## src/rtl/calc_sequencer.sv

```systemverilog
// Fetch/decode/execute controller for the 8-bit calculator datapath.
// Owns PC and IR, slices the instruction word and pulses the register-file write.
module calc_sequencer #(
    parameter int                   PC_W      = 11,
    parameter int                   INSTR_W   = 14,
    parameter logic [INSTR_W-1:0]   HALT_WORD = '1,
    parameter logic [PC_W-1:0]      PC_LAST   = '1,
    parameter int                   CNT_W     = 16
) (
    input  logic               i_clk,
    input  logic               i_reset,
    input  logic               i_start,
    input  logic               i_step_mode,
    input  logic               i_step,
    input  logic [INSTR_W-1:0] i_instruction,
    output logic [PC_W-1:0]    o_pc_addr,
    output logic [1:0]         o_alu_ctrl,
    output logic [3:0]         o_addr_a,
    output logic [3:0]         o_addr_b,
    output logic [3:0]         o_addr_d,
    output logic               o_rf_we,
    output logic               o_busy,
    output logic               o_done,
    output logic [CNT_W-1:0]   o_instr_count
);

    // state  | meaning
    // IDLE   | after reset, waiting for start
    // FETCH  | latch instruction at pc into ir
    // DECODE | ir stable; halt word detected here
    // EXEC   | rf_we high, result written, pc/count advance
    // PAUSE  | single-step wait for step
    // HALT   | done; pc and count held until restart
    typedef enum logic [2:0] {
        S_IDLE   = 3'd0,
        S_FETCH  = 3'd1,
        S_DECODE = 3'd2,
        S_EXEC   = 3'd3,
        S_PAUSE  = 3'd4,
        S_HALT   = 3'd5
    } state_t;

    state_t               r_state;
    state_t               w_next;
    logic [PC_W-1:0]      r_pc;
    logic [INSTR_W-1:0]   r_ir;
    logic [CNT_W-1:0]     r_cnt;

    always_comb begin
        w_next = r_state;
        case (r_state)
            S_IDLE:   if (i_start) w_next = S_FETCH;
            S_FETCH:  w_next = S_DECODE;
            S_DECODE: w_next = (r_ir == HALT_WORD) ? S_HALT : S_EXEC;
            S_EXEC: begin
                if (r_pc == PC_LAST)  w_next = S_HALT;
                else if (i_step_mode) w_next = S_PAUSE;
                else                  w_next = S_FETCH;
            end
            S_PAUSE:  if (i_step || !i_step_mode) w_next = S_FETCH;
            S_HALT:   if (i_start) w_next = S_FETCH;
            default:  w_next = S_IDLE;
        endcase
    end

    always_ff @(posedge i_clk) begin
        if (!i_reset) begin
            r_state <= S_IDLE;
            r_pc    <= '0;
            r_ir    <= '0;
            r_cnt   <= '0;
        end else begin
            r_state <= w_next;
            case (r_state)
                S_IDLE, S_HALT: begin
                    if (i_start) begin
                        r_pc  <= '0;
                        r_cnt <= '0;
                    end
                end
                S_FETCH: r_ir <= i_instruction;
                S_EXEC: begin
                    if (r_cnt != {CNT_W{1'b1}}) r_cnt <= r_cnt + CNT_W'(1);
                    // the last address halts in place rather than wrapping to 0
                    if (r_pc != PC_LAST) r_pc <= r_pc + PC_W'(1);
                end
                default: ;
            endcase
        end
    end

    assign o_pc_addr     = r_pc;
    assign o_alu_ctrl    = r_ir[13:12];
    assign o_addr_a      = r_ir[11:8];
    assign o_addr_b      = r_ir[7:4];
    assign o_addr_d      = r_ir[3:0];
    assign o_rf_we       = (r_state == S_EXEC);
    assign o_busy        = (r_state == S_FETCH) || (r_state == S_DECODE) || (r_state == S_EXEC);
    assign o_done        = (r_state == S_HALT);
    assign o_instr_count = r_cnt;

endmodule

```

## config.mk

```make
export PLATFORM = sky130hd
export DESIGN_NAME = calc_sequencer
export DESIGN_NICKNAME = d
export VERILOG_FILES = /design/src/rtl/calc_sequencer.sv
export SDC_FILE = /design/constraint.sdc
export NUM_CORES = 1
export LEC_CHECK = 0
export ABC_AREA = 1
export ABC_CLOCK_PERIOD_IN_PS = 2800
export CORE_MARGIN = 2
export CORE_UTILIZATION = 30
export DETAILED_ROUTE_END_ITERATION = 8
export GPL_TIMING_DRIVEN = 0
export PLACE_DENSITY = 0.61
export SLEW_MARGIN = 20
export SYNTH_ARGS = -nofsm -noshare
export SYNTH_HDL_FRONTEND = slang
export SYNTH_SLANG_ARGS = --single-unit
export TNS_END_PERCENT = 1
```

## constraint.sdc

```tcl
create_clock -name i_clk -period 2.8 [get_ports i_clk]
set_input_delay 0.42 -clock i_clk [delete_from_list [all_inputs] [get_ports i_clk]]
set_output_delay 0.42 -clock i_clk [all_outputs]
set_load 0.05 [all_outputs]
```

Word-level counts from Yosys, hierarchy flattened
Cells that the tools add are included.
{ "word_totals": {"wordCells": 41, "output_inout_bits": 44, "regBits": 44} }
{ "classes": {"add_sub_neg": 2, "n_reduce_logical": 10, "mux": 12, "n_eq_ne": 13} }
{ "ops": {"columns": ["operator", "count"], "rows": [
  ["$mux 16", 2],
  ["$pmux 16 s2", 1],
  ["$mux 11", 2],
  ["$pmux 11 s2", 1],
  ["$add 16x1->16 const B", 1],
  ["$ne 16x16->1 const B", 1],
  ["$mux 3", 5],
  ["$pmux 3 s5", 1],
  ["$eq 14x14->1 const B", 1],
  ["$add 11x1->11 const B", 1],
  ["$eq 11x11->1 const B", 1],
  ["$ne 11x11->1 const B", 1],
  ["$eq 3x2->1 const B", 2],
  ["$eq 3x3->1 const B", 2],
  ["$ne 2x1->1 const B", 3],
  ["$reduce_and 3->1", 2],
  ["$eq 3x1->1 const B", 1],
  ["$logic_not 3->1", 1],
  ["$logic_or 1x1->1", 3],
  ["$ne 2x2->1 const B", 1],
  ["$reduce_and 2->1", 1],
  ["$reduce_bool 2->1", 1],
  ["$reduce_or 2->1", 1],
  ["$logic_not 1->1", 1]
]} }

Longest topological paths before layout
{ "depth": {"depth_word": 4, "mapped_depth": 10, "depth_no_buf": 10} }

Least setup slack after synthesis
Ideal clock, no wire load.
{ "synth_path": {"path_kind": "register to register", "from": "register r_pc[0], in the netlist o_pc_addr[0]", "to": "register r_pc[2], in the netlist o_pc_addr[2]", "path_slack_ns": 0.821, "arrival_time_ns": 1.862, "path_stages_with_launch": 10, "synth_period_minus_slack_ns": 1.979, "setup_ns": 0.117, "required_ns": 2.683, "cell_sequence": "dfxtp_1 > ha_1 > nand3_1 > nor2_4 > nand2_1 > nor2_4 > nor2_4 > buf_6 > a21oi_1 > nor2_1"} }
{ "synth_via": {"elab_chain_len": 3} }
{ "synth_rtl": {"columns": ["element", "line", "source"], "rows": [
  ["from (decl)", "45", "logic [PC_W-1:0] r_pc;"],
  ["from (signal assigned)", "85", "if (r_pc != PC_LAST) r_pc <= r_pc + PC_W'(1);"],
  ["$add 11x1->11 or $ne 11x11->1 (tied branches)", "85", null],
  ["$mux 11 or $ne 2x1->1 (tied branches)", null, null],
  ["$pmux 11 s2 or $reduce_and 3->1 (tied branches)", null, null]
]} }
Several ways; a longest one is shown, not always the timed one. The select of a mux whose other input is x is not followed.
A chain may end at the register's enable or synchronous reset.

Worst setup path after layout
{ "layout_path": {"from": "register r_state[2]", "to": "output o_rf_we"} }
{ "layout_via": {"elab_chain_len": 1} }
{ "layout_rtl": {"columns": ["element", "line", "source"], "rows": [
  ["from (decl)", "43", "state_t r_state;"],
  ["from (signal assigned)", "73", "r_state <= w_next;"],
  ["$eq 3x2->1", "97", "assign o_rf_we = (r_state == S_EXEC);"],
  ["to (decl)", "21", "output logic o_rf_we,"]
]} }
No other way between the ends.

==> impl_metrics.csv <==
group,metric,value,unit
global_routing,grt_pass1_wl,10770,um
global_routing,via_count_of_the_first_global_routing_pass,2314,
worst_hold_path,hold_path_startpoint,"r_ir[12]$_SDFFE_PN0P_",
sta,max_freq,380.9,MHz
global_routing,grt_util_met2,24.35,%
drt,total_wire_length_after_detailed_routing,6482,um
clock_network,cts_root_buf,"sky130_fd_sc_hd__clkbuf_8",
global_routing,grt.met1_usage,20.08,%
yosys,postSynthRegisterBits,44,
global_routing,grt_overflow_total,0,
placement,post-place-ws,0.5029,ns
sta,max_slew_violation_count,0,
setup_path,crit_path_start_kind,"flip-flop",
yosys,yosys.area_share.simple,40.80,%
yosys,dominantRegCellSynth,"sky130_fd_sc_hd__dfxtp_1",
sta,final-setup-viol-count,0,
global_routing,met3_usage,4.414,%
yosys,post_synthesis_share_of_cell_area_spent_on_full_adders_half_adders_and_majority_gates,1.025,%
global_routing,grt_antenna_before_repair,0,
clock_network,tritoncts_clock_tree,"built",
die,die_area,0.008875,mm2
drt,drt_pre_antenna_iters,5,
yosys,synth_compound_gate_area_share,12.25,%
clock_network,cts.repair.resized,0,
setup_path,maximum_single_stage_delay_on_the_critical_path,0.85,ns
setup_path,timing.critical_path.to_type,"output pin",
setup_path,worst_path_maximum_fanout,10,
sta,aggregate_negative_setup_slack,0,ns
yosys,combinational_family_with_the_most_area_after_synthesis,"simple AND/OR/NAND/NOR gates",
sta,final.setup_skew,0.006141,ns
sta,timing_hold_violations_final,0,
yosys,synthDominantCellAreaShare,36.08,%
setup_path,kind_of_critical_path,"flip-flop to output pin",
sta,min_period_over_period,93.75,%
finish,fin_nets,454,
placement,buffer_ports.inserted,62,
finish,antenna-diode-count,0,
global_routing,peak_usage_layer_in_the_global_routing_report,"met2",
clock_network,post_cts.repair.setup_buffers,0,
die,std_cell_rows,32,
clock_network,clk_buf_depth,2,
drt,avgRoutedWirePerCell,12.09,um
finish,post_route_cells_drive_above_1_share,10.83,%
sta,worst_slew_pin_slew,0.6774,ns
drt,drcViolationCount,0,
yosys,netlist.top_cell.by_area,"sky130_fd_sc_hd__dfxtp_1",
clock_network,tritoncts.num_buffers,5,
sta,timing.max_slew.rel_slack,54.84,%
die,i_o_pin_count,63,
yosys,post_synth_xor_area_fraction,1.076,%
drt,route.vias.total,2550,
run,count_of_max_cap_constraint_violations,0,
yosys,syn_inst,364,
global_routing,pin_count_of_the_biggest_net_entering_global_routing,15,
drt,antenna_violating_nets_post_route,0,
die,fp.coreArea,0.007807,mm2
die,start_util,31.27,%
yosys,synth.yosys.warnings,0,
yosys,synth_mux_area_share,0,%
setup_path,slowest_stage,"sky130_fd_sc_hd__clkdlybuf4s50_1",
placement,detailed_place_hpwl,4952,um
drt,first_iter_violations,121,
yosys,mappedNetlistNets,385,
yosys,synth-async-reset-ratio,0,%
clock_network,clock_latency,0.30,ns
finish,area_growth,34.65,%
sta,final_period_minus_worst_setup_slack,2.625,ns
power,total_power_density_per_cell_area,482.8,mW/mm2
setup_path,crit_path_cell_trace,"inv_2 -> nand3_4 -> inv_4 -> buf_2 -> clkdlybuf4s50_1",
placement,gp_congestion,0.8838,
setup_path,critical_path_required,2.38,ns
yosys,synth_enable_flop_cells,0,
clock_network,hold_fix_buffers_at_cts,0,
clock_network,htree_num_levels,2,
die,chipWidth,94.21,um
sta,fin_ws,0.1749,ns
yosys,syn_avg_cell_area,6.706,um2
yosys,seq_area_frac_synth,36.08,%
setup_path,critical_path_arrival,2.21,ns
die,die_height,94.21,um
setup_path,timing.rr.start,"o_instr_count[0]$_SDFFE_PN0P_",
drt,vias_per_cell,4.757,
power,worst_ir_drop_vdd,257.5,uV
clock_network,cts_sinks,44,
setup_path,critPathLaunch,"r_state[2]$_SDFFE_PN0P_",
clock_network,clk_transition_reported_paths,0.09,ns
yosys,yosys.cell_types.count,29,
worst_hold_path,class_of_the_tightest_hold_or_removal_check,"flip-flop to flip-flop",
yosys,post_synth_main_area_contributors,"sky130_fd_sc_hd__dfxtp_1, sky130_fd_sc_hd__nand2_1, sky130_fd_sc_hd__nor2_1",
status,run_status,"complete, no violations",
sta,grt_setup_unrepaired,"no",
yosys,netlist_area_pre_place,0.002441,mm2
global_routing,track_usage,15.22,%
power,p_leak,1.181,nW
cell type report:
class / count / area [um2]
Clock inverter: 2 / 15.01
Clock buffer: 6 / 82.58
Buffer: 10 / 58.81
Sequential cell: 44 / 880.8
Fill cell: 822 / 4521
Timing Repair Buffer: 62 / 620.6
Tap cell: 102 / 127.6
Inverter: 40 / 155.1
Multi-Input combinational cell: 270 / 1346
worst max-delay path: cells and delay by family (launching register included):
kind / cells / cell delay (ns)
DFF: 1 / 0.37
and+or+nand+nor: 1 / 0.15
buffers and inverters: 4 / 1.38
final timing paths:
| kind | to | slack (ns) | depth (start not counted) |
|---|---|---|---|
| hold / removal | r_ir[12]$_SDFFE_PN0P_ | 0.48 | 2 |
| setup reg to reg | o_instr_count[14]$_SDFFE_PN0P_ | 0.98 | 10 |
| setup / recovery | o_rf_we | 0.17 | 5 |
| hold reg to reg | r_ir[12]$_SDFFE_PN0P_ | 0.48 | 2 |
flip-flops by register name, summed over array words and instances (netlist names):
name and flops:
r_ir 14, o_pc_addr 11, o_instr_count 16, r_state 3
synth_stat cells (4+ instances only):
master and n:
sky130_fd_sc_hd__a21oi_1 30, sky130_fd_sc_hd__inv_1 36, sky130_fd_sc_hd__a21oi_2 9, sky130_fd_sc_hd__nand3_1 39, sky130_fd_sc_hd__nor2_4 4, sky130_fd_sc_hd__dfxtp_1 44
sky130_fd_sc_hd__o21ai_0 9, sky130_fd_sc_hd__clkbuf_1 5, sky130_fd_sc_hd__nor2_1 54, sky130_fd_sc_hd__nand2_1 79, sky130_fd_sc_hd__nor3_1 7, sky130_fd_sc_hd__nand4_1 12
sky130_fd_sc_hd__nand2_2 9
metal layers:
layer	wire length [um]	up-vias	part of all wire, %
met2	2866	71	44
met3	458	9	7.1
met4	70	0	1.1
li1	-	1323	-
met1	3086	1147	48
met5	0	-	0
power breakdown:
part	internal, mW	switching (mW)	total, mW	leakage (nW)
Clock	0.200	0.234	0.434	0.0434
Sequential	0.656	0.0303	0.686	0.357
Combinational	0.156	0.311	0.466	0.781
Total	1.01	0.575	1.59	1.18
through the flow:
step / cell area, um2 / hold slack [ns] / std cells / power, mW / utilization [%]
finish: 3287 / 0.4823 / 536 / 1.587 / 42.10
detailed placement: 3189 / 0.4678 / 528 / 1.166 / 40.85
global route: 3287 / 0.5058 / 536 / 1.665 / 42.10
floorplan: 2441 / 0.5846 / 364 / 1.017 / -
CTS: 3287 / 0.4850 / 536 / 1.605 / 42.10
global placement: 3189 / 0.4566 / 528 / 1.164 / 40.85
layout by cell type (no fill, tap or decap):
master and n:
sky130_fd_sc_hd__nand3_4 1, sky130_fd_sc_hd__nand2_1 79, sky130_fd_sc_hd__nor2_4 4, sky130_fd_sc_hd__ha_1 2
sky130_fd_sc_hd__clkdlybuf4s50_1 62, sky130_fd_sc_hd__nand2_4 3, sky130_fd_sc_hd__clkinvlp_4 2, sky130_fd_sc_hd__buf_2 2
sky130_fd_sc_hd__clkbuf_1 5, sky130_fd_sc_hd__a21oi_1 30, sky130_fd_sc_hd__buf_6 1, sky130_fd_sc_hd__o21ai_0 9
sky130_fd_sc_hd__or2_2 2, sky130_fd_sc_hd__buf_8 1, sky130_fd_sc_hd__nor2_2 1, sky130_fd_sc_hd__xor2_1 3
sky130_fd_sc_hd__nand3_2 2, sky130_fd_sc_hd__a21oi_2 9, sky130_fd_sc_hd__inv_1 36, sky130_fd_sc_hd__nand3_1 39
sky130_fd_sc_hd__buf_1 1, sky130_fd_sc_hd__inv_4 2, sky130_fd_sc_hd__nor2_1 54, sky130_fd_sc_hd__o211ai_1 1
sky130_fd_sc_hd__o21a_1 1, sky130_fd_sc_hd__clkbuf_8 6, sky130_fd_sc_hd__nand4_1 12, sky130_fd_sc_hd__nand2_2 9
sky130_fd_sc_hd__dfxtp_1 44, sky130_fd_sc_hd__nor3_1 7, sky130_fd_sc_hd__inv_2 2, sky130_fd_sc_hd__o21ai_1 2
logic make-up (layout without fill, tap and decap cells):
| family | Yosys count | count (layout) |
|---|---|---|
| XOR/XNOR | 3 | 3 |
| flip-flops | 44 | 44 |
| AND/OR/NAND/NOR | 213 | 213 |
| AO/OA/AOI/OAI | 52 | 52 |
| buffers and inverters | 50 | 120 |
| adder cells (fa/ha/maj) | 2 | 2 |
Note: power is estimated with default switching activity, not from simulation.
